<file path="config.mk">
export PLATFORM = sky130hd
export DESIGN_NAME = dsp_mac_feeder
export DESIGN_NICKNAME = d
export VERILOG_FILES = /design/src/rtl/dsp_mac_feeder.sv
export SDC_FILE = /design/constraint.sdc
export NUM_CORES = 1
export LEC_CHECK = 0
export ABC_AREA = 1
export CORE_MARGIN = 8
export CORE_UTILIZATION = 47
export CTS_BUF_LIST = sky130_fd_sc_hd__clkbuf_4 sky130_fd_sc_hd__clkbuf_8
export CTS_CLUSTER_DIAMETER = 60
export DETAILED_ROUTE_END_ITERATION = 16
export PLACE_DENSITY = 0.8
export SYNTH_ARGS = -nofsm -noshare
export SYNTH_HDL_FRONTEND = slang
export SYNTH_SLANG_ARGS = --single-unit
</file>
<file path="constraint.sdc">
create_clock -name clk -period 2.6 [get_ports clk]
set_input_delay 0.39 -clock clk [delete_from_list [all_inputs] [get_ports clk]]
set_output_delay 0.39 -clock clk [all_outputs]
set_load 0.01 [all_outputs]
</file>
<file path="src/rtl/dsp_mac_feeder.sv">
// ============================================================================
//  Module   : dsp_mac_feeder
//  Purpose  : Feeds operand pairs into an external DSP48-style multiply-add
//             macro (P = A*B + C), chains the partial sum back through C and
//             returns the frame result on a valid/ready handshake.
//             One pair is in flight at a time; a pair is accepted every
//             DSP_LATENCY+1 cycles at most.
//  Option   : `define DSP_MAC_FEEDER_CNT_EN adds the m_count output
//             (pairs per frame, 16-bit, wraps).
//  Revision : 1.0  initial release
// ============================================================================
`default_nettype none

module dsp_mac_feeder #(
    parameter int A_W         = 18,
    parameter int B_W         = 18,
    parameter int P_W         = 48,
    parameter int DSP_LATENCY = 3
) (
    input  logic           clk,
    input  logic           rst_n,
    input  logic           s_valid,
    output logic           s_ready,
    input  logic [A_W-1:0] s_a,
    input  logic [B_W-1:0] s_b,
    input  logic           s_last,
    output logic [A_W-1:0] dsp_a,
    output logic [B_W-1:0] dsp_b,
    output logic [P_W-1:0] dsp_c,
    input  logic [P_W-1:0] dsp_p,
    output logic           m_valid,
    input  logic           m_ready,
`ifdef DSP_MAC_FEEDER_CNT_EN
    output logic [15:0]    m_count,
`endif
    output logic [P_W-1:0] m_acc
);

    // Latency counter is 4 bits wide: DSP_LATENCY is limited to 1..15.
    localparam logic [3:0] LAT_CNT = 4'(DSP_LATENCY);

    typedef enum logic [1:0] {
        ST_INIT   = 2'd0,
        ST_ACCEPT = 2'd1,
        ST_WAIT   = 2'd2,
        ST_DONE   = 2'd3
    } state_t;

    state_t         state_q, state_d;
    logic [3:0]     cnt_q, cnt_d;
    logic           first_q, first_d;     // next accepted pair opens a frame
    logic           last_q, last_d;       // pair in flight closes the frame
    logic [A_W-1:0] dsp_a_q, dsp_a_d;
    logic [B_W-1:0] dsp_b_q, dsp_b_d;
    logic [P_W-1:0] dsp_c_q, dsp_c_d;
    logic [P_W-1:0] psum_q, psum_d;       // running sum fed back through C
    logic           m_valid_q, m_valid_d;
    logic [P_W-1:0] m_acc_q, m_acc_d;
`ifdef DSP_MAC_FEEDER_CNT_EN
    logic [15:0]    pairs_q, pairs_d;
`endif

    // Next-state and datapath update; every register holds unless changed.
    always_comb begin
        state_d   = state_q;
        cnt_d     = cnt_q;
        first_d   = first_q;
        last_d    = last_q;
        dsp_a_d   = dsp_a_q;
        dsp_b_d   = dsp_b_q;
        dsp_c_d   = dsp_c_q;
        psum_d    = psum_q;
        m_valid_d = m_valid_q;
        m_acc_d   = m_acc_q;
`ifdef DSP_MAC_FEEDER_CNT_EN
        pairs_d   = pairs_q;
`endif
        case (state_q)
            ST_INIT: begin
                state_d = ST_ACCEPT;
            end
            ST_ACCEPT: begin
                if (s_valid) begin
                    dsp_a_d = s_a;
                    dsp_b_d = s_b;
                    dsp_c_d = first_q ? '0 : psum_q;
                    last_d  = s_last;
                    cnt_d   = LAT_CNT;
                    state_d = ST_WAIT;
`ifdef DSP_MAC_FEEDER_CNT_EN
                    pairs_d = first_q ? 16'd1 : pairs_q + 16'd1;
`endif
                end
            end
            ST_WAIT: begin
                cnt_d = cnt_q - 4'd1;
                // Final wait cycle: P now reflects the operands in flight.
                if (cnt_q <= 4'd1) begin
                    cnt_d  = '0;
                    psum_d = dsp_p;
                    if (last_q) begin
                        m_acc_d   = dsp_p;
                        m_valid_d = 1'b1;
                        state_d   = ST_DONE;
                    end else begin
                        first_d = 1'b0;
                        state_d = ST_ACCEPT;
                    end
                end
            end
            ST_DONE: begin
                if (m_valid_q && m_ready) begin
                    m_valid_d = 1'b0;
                    first_d   = 1'b1;
                    state_d   = ST_ACCEPT;
                end
            end
            default: begin
                state_d = ST_INIT;
            end
        endcase
    end

    // State and datapath registers; reset discards any partial frame.
    always_ff @(posedge clk or negedge rst_n) begin
        if (!rst_n) begin
            state_q   <= ST_INIT;
            cnt_q     <= '0;
            first_q   <= 1'b1;
            last_q    <= 1'b0;
            dsp_a_q   <= '0;
            dsp_b_q   <= '0;
            dsp_c_q   <= '0;
            psum_q    <= '0;
            m_valid_q <= 1'b0;
            m_acc_q   <= '0;
        end else begin
            state_q   <= state_d;
            cnt_q     <= cnt_d;
            first_q   <= first_d;
            last_q    <= last_d;
            dsp_a_q   <= dsp_a_d;
            dsp_b_q   <= dsp_b_d;
            dsp_c_q   <= dsp_c_d;
            psum_q    <= psum_d;
            m_valid_q <= m_valid_d;
            m_acc_q   <= m_acc_d;
        end
    end

`ifdef DSP_MAC_FEEDER_CNT_EN
    // Pair counter for the frame in progress; wraps past 65535.
    always_ff @(posedge clk or negedge rst_n) begin
        if (!rst_n) begin
            pairs_q <= '0;
        end else begin
            pairs_q <= pairs_d;
        end
    end

    assign m_count = pairs_q;
`endif

    assign s_ready = (state_q == ST_ACCEPT);
    assign dsp_a   = dsp_a_q;
    assign dsp_b   = dsp_b_q;
    assign dsp_c   = dsp_c_q;
    assign m_valid = m_valid_q;
    assign m_acc   = m_acc_q;

endmodule

`default_nettype wire

</file>
==> flow_metrics.tcl <==
set metrics [dict create \
    status "complete, no violations" \
    drv_cap 0 \
    worst-path-buf-inv 2 \
    post_drt_wl_per_cell_um 15.4 \
    grt_pass1_wl_um 32100 \
    hold_viol 0 \
    period_needed_ns 2.24 \
    grt_overflow_total 0 \
    path_clk_slew_ns 0.09 \
    synth-seq-cells 189 \
    track_usage_pct 19.9 \
    setup_viol 0 \
    clk_latency_ns 0.46 \
    hold_path.class "input port to asynchronous set/reset pin" \
    die_x_um 142 \
    root_buffer "clkbuf_8" \
    worstMarginPinSlew_ns 0.981 \
    grt_pass1_vias 6186 \
    grt_max_degree 98 \
    cts_setup_buffers 0 \
    final_common_cell "nand2_1" \
    ys_types 23 \
    cp-start-kind "register" \
    cp_top_family "buffers and inverters" \
    fp-row-count 46 \
    via_count 6202 \
    power.leakage_uw 0.00505 \
    syn-mean-instance-area_um2 8.83 \
    worstPathRequired_ns 2.21 \
    netlist.area_leader.share_pct 62.9 \
    fillers 1305 \
    synth_fa_ha_area_share_pct 1.00 \
    crit_chain "inv_1 > ha_1 > clkdlybuf4s50_1" \
    die_y_um 142 \
    ys_seq_area_share_pct 63.3 \
    rsz0062_at_grt "false" \
    synthMuxAreaShare_pct 0 \
    tns_ns 0 \
    layout.nets 1143 \
    portBuffers 222 \
    syn_area_um2 7480 \
    core_um2 15700 \
    critPathMaxFanout 4 \
    clock_path_buffers 2 \
    synth_area_leaders "dfrtp_1 (63%), nand2_1 (23%), nand3_1 (3.7%), o21ai_0 (3.4%), buf_2 (1.3%)" \
    fin_skew_ns 0.0139 \
    fmax_mhz 447 \
    ys_warn_count 0 \
    maxSlewViolCount 0 \
    synth_area_leader_cell "dfrtp_1" \
    synth-xor-area-share_pct 0 \
    dp_hpwl_um 13300 \
    power_density_nw_per_um2 1240 \
    slowest_delay_ns 0.59 \
    syn-num-nets 942 \
    drc 0 \
    ant_nets 0 \
    period_share_pct 86.0 \
    slew_headroom_pct 34.6 \
    synth_top_family_by_area "simple AND/OR/NAND/NOR gates" \
    hold_slack_ns 0.431 \
    cts.sinks 189 \
    layout_common_cells "nand2_1 (465), clkdlybuf4s50_1 (221), dfrtp_1 (187)" \
    synthSimpleGateAreaFrac_pct 27.9 \
    first_iter_violations 305 \
    cts_tree "yes" \
    htree_levels 4 \
    viasPerCell 4.85 \
    worstPathArrival_ns 1.85 \
    drive_gt1_share_pct 4.90 \
    synth_compound_area_share_pct 3.83 \
    antenna_found_initial 1 \
    ir_worst_vdd_mv 0.595 \
    worstSetupPathType "register to output pin" \
    firstDrtPassIters 5 \
    gp_congestion 0.795 \
    cpMaxStageDelayCell "clkdlybuf4s50_1" \
    io_pins 223 \
    cp-end-kind "output pin" \
    syn-instance-count 847 \
    totalWireLength_um 19700 \
    start_util_pct 47.6 \
    syn_to_final_growth_pct 37.5 \
    die_area_um2 20200 \
    cts_buffers 17 \
]
registers in the layout (all words and copies together) (netlist names):
signal,flops
dsp_a,18
m_acc,48
dsp_b,18
last_q,1
m_valid,1
cnt_q,4
psum_q,48
first_q,1
dsp_c,48
state_q,2
Yosys cell counts:
library cell and number:
nand3_1 55, buf_2 20, o21ai_0 51, dfrtp_1 188, nand2_1 467, a21oi_1 3, nand3_2 1, inv_2 2
inv_1 12, nor3_1 1, clkbuf_2 1, nor2_1 4, o211ai_1 1, buf_1 1, nor2_2 1, ha_1 6
nand4_1 3, buf_4 5, clkbuf_1 20, buf_6 2, o21ai_2 1, dfstp_2 1, or2_2 1
final cells by class:
type / instances / area (µm²) / share of cell area, %
Sequential cell: 189 / 4730 / 46.0
Multi-Input combinational cell: 595 / 2460 / 23.9
Timing Repair Buffer: 231 / 2320 / 22.6
Tap cell: 216 / 270 / 2.63
Clock buffer: 19 / 255 / 2.48
Clock inverter: 13 / 188 / 1.83
Inverter: 14 / 52.6 / 0.511
Antenna cell: 1 / 2.50 / 0.0243
routing by layer:
layer  share of wire, %  vias up  track usage [%]
li1                   -     3042                -
met1                 45     2928             25.8
met2                 45      218             30.6
met3                9.8       14             7.35
met4                1.1        0             5.77
met5                  0        -                0
power breakdown:
part           internal (µW)  switching [µW]  total, µW  leakage [µW]
registers               4380             828       5200       0.00224
clock network           1090            1030       2120      0.000216
logic                   2660            2720       5380       0.00259
total                   8120            4590      12700       0.00505
worst reg2reg max path: stages (launching register included):
cell     delay (ns)
dfrtp_1        0.41
inv_1          0.10
ha_1           0.19
inv_1          0.05
nand2_1        0.10
nand3_2        0.09
inv_2          0.07
buf_4          0.70
nand3_1        0.25
nand2_1        0.12
logic make-up (layout without fill, tap and decap cells):
kind of cell               Yosys count  after routing
buffers and inverters               63            277
other                                0              1
and+or+nand+nor                    533            533
DFF                                189            189
adders and majority gates            6              6
AOI/OAI and AO/OA                   56             56
per-stage QoR:
step	setup slack, ns	utilization [%]	cells	total power, µW	area, µm²
after floorplan	1.06	-	847	7720	7480
after global placement	0.581	62.5	1244	10500	9830
after detailed placement	0.528	62.5	1244	10700	9830
after CTS	0.315	65.4	1277	12900	10300
after global routing	0.232	65.4	1278	13700	10300
final	0.365	65.4	1278	12700	10300
final timing paths:
check	from	endpoint	slack, ns	depth (start not counted)
setup / recovery	state_q[1]	s_ready	0.36	3
hold / removal	rst_n	dsp_a[0]	0.43	2
setup reg to reg	cnt_q[0]	m_acc[6]	0.46	9
hold reg to reg	m_acc[41]	m_acc[41]	0.48	2
max in group asynchronous	rst_n	m_acc[7]	1.36	3
min in group clk	s_a[9]	dsp_a[9]	0.47	3
what timing repair did:
| action | 4_1_cts | 5_1_grt |
|---|---|---|
| hold buffers | 1 | 0 |
| gates resized for setup | 0 | 0 |
| hold endpoints to repair | 41 | 0 |
Power figures use the tool's default switching activity.
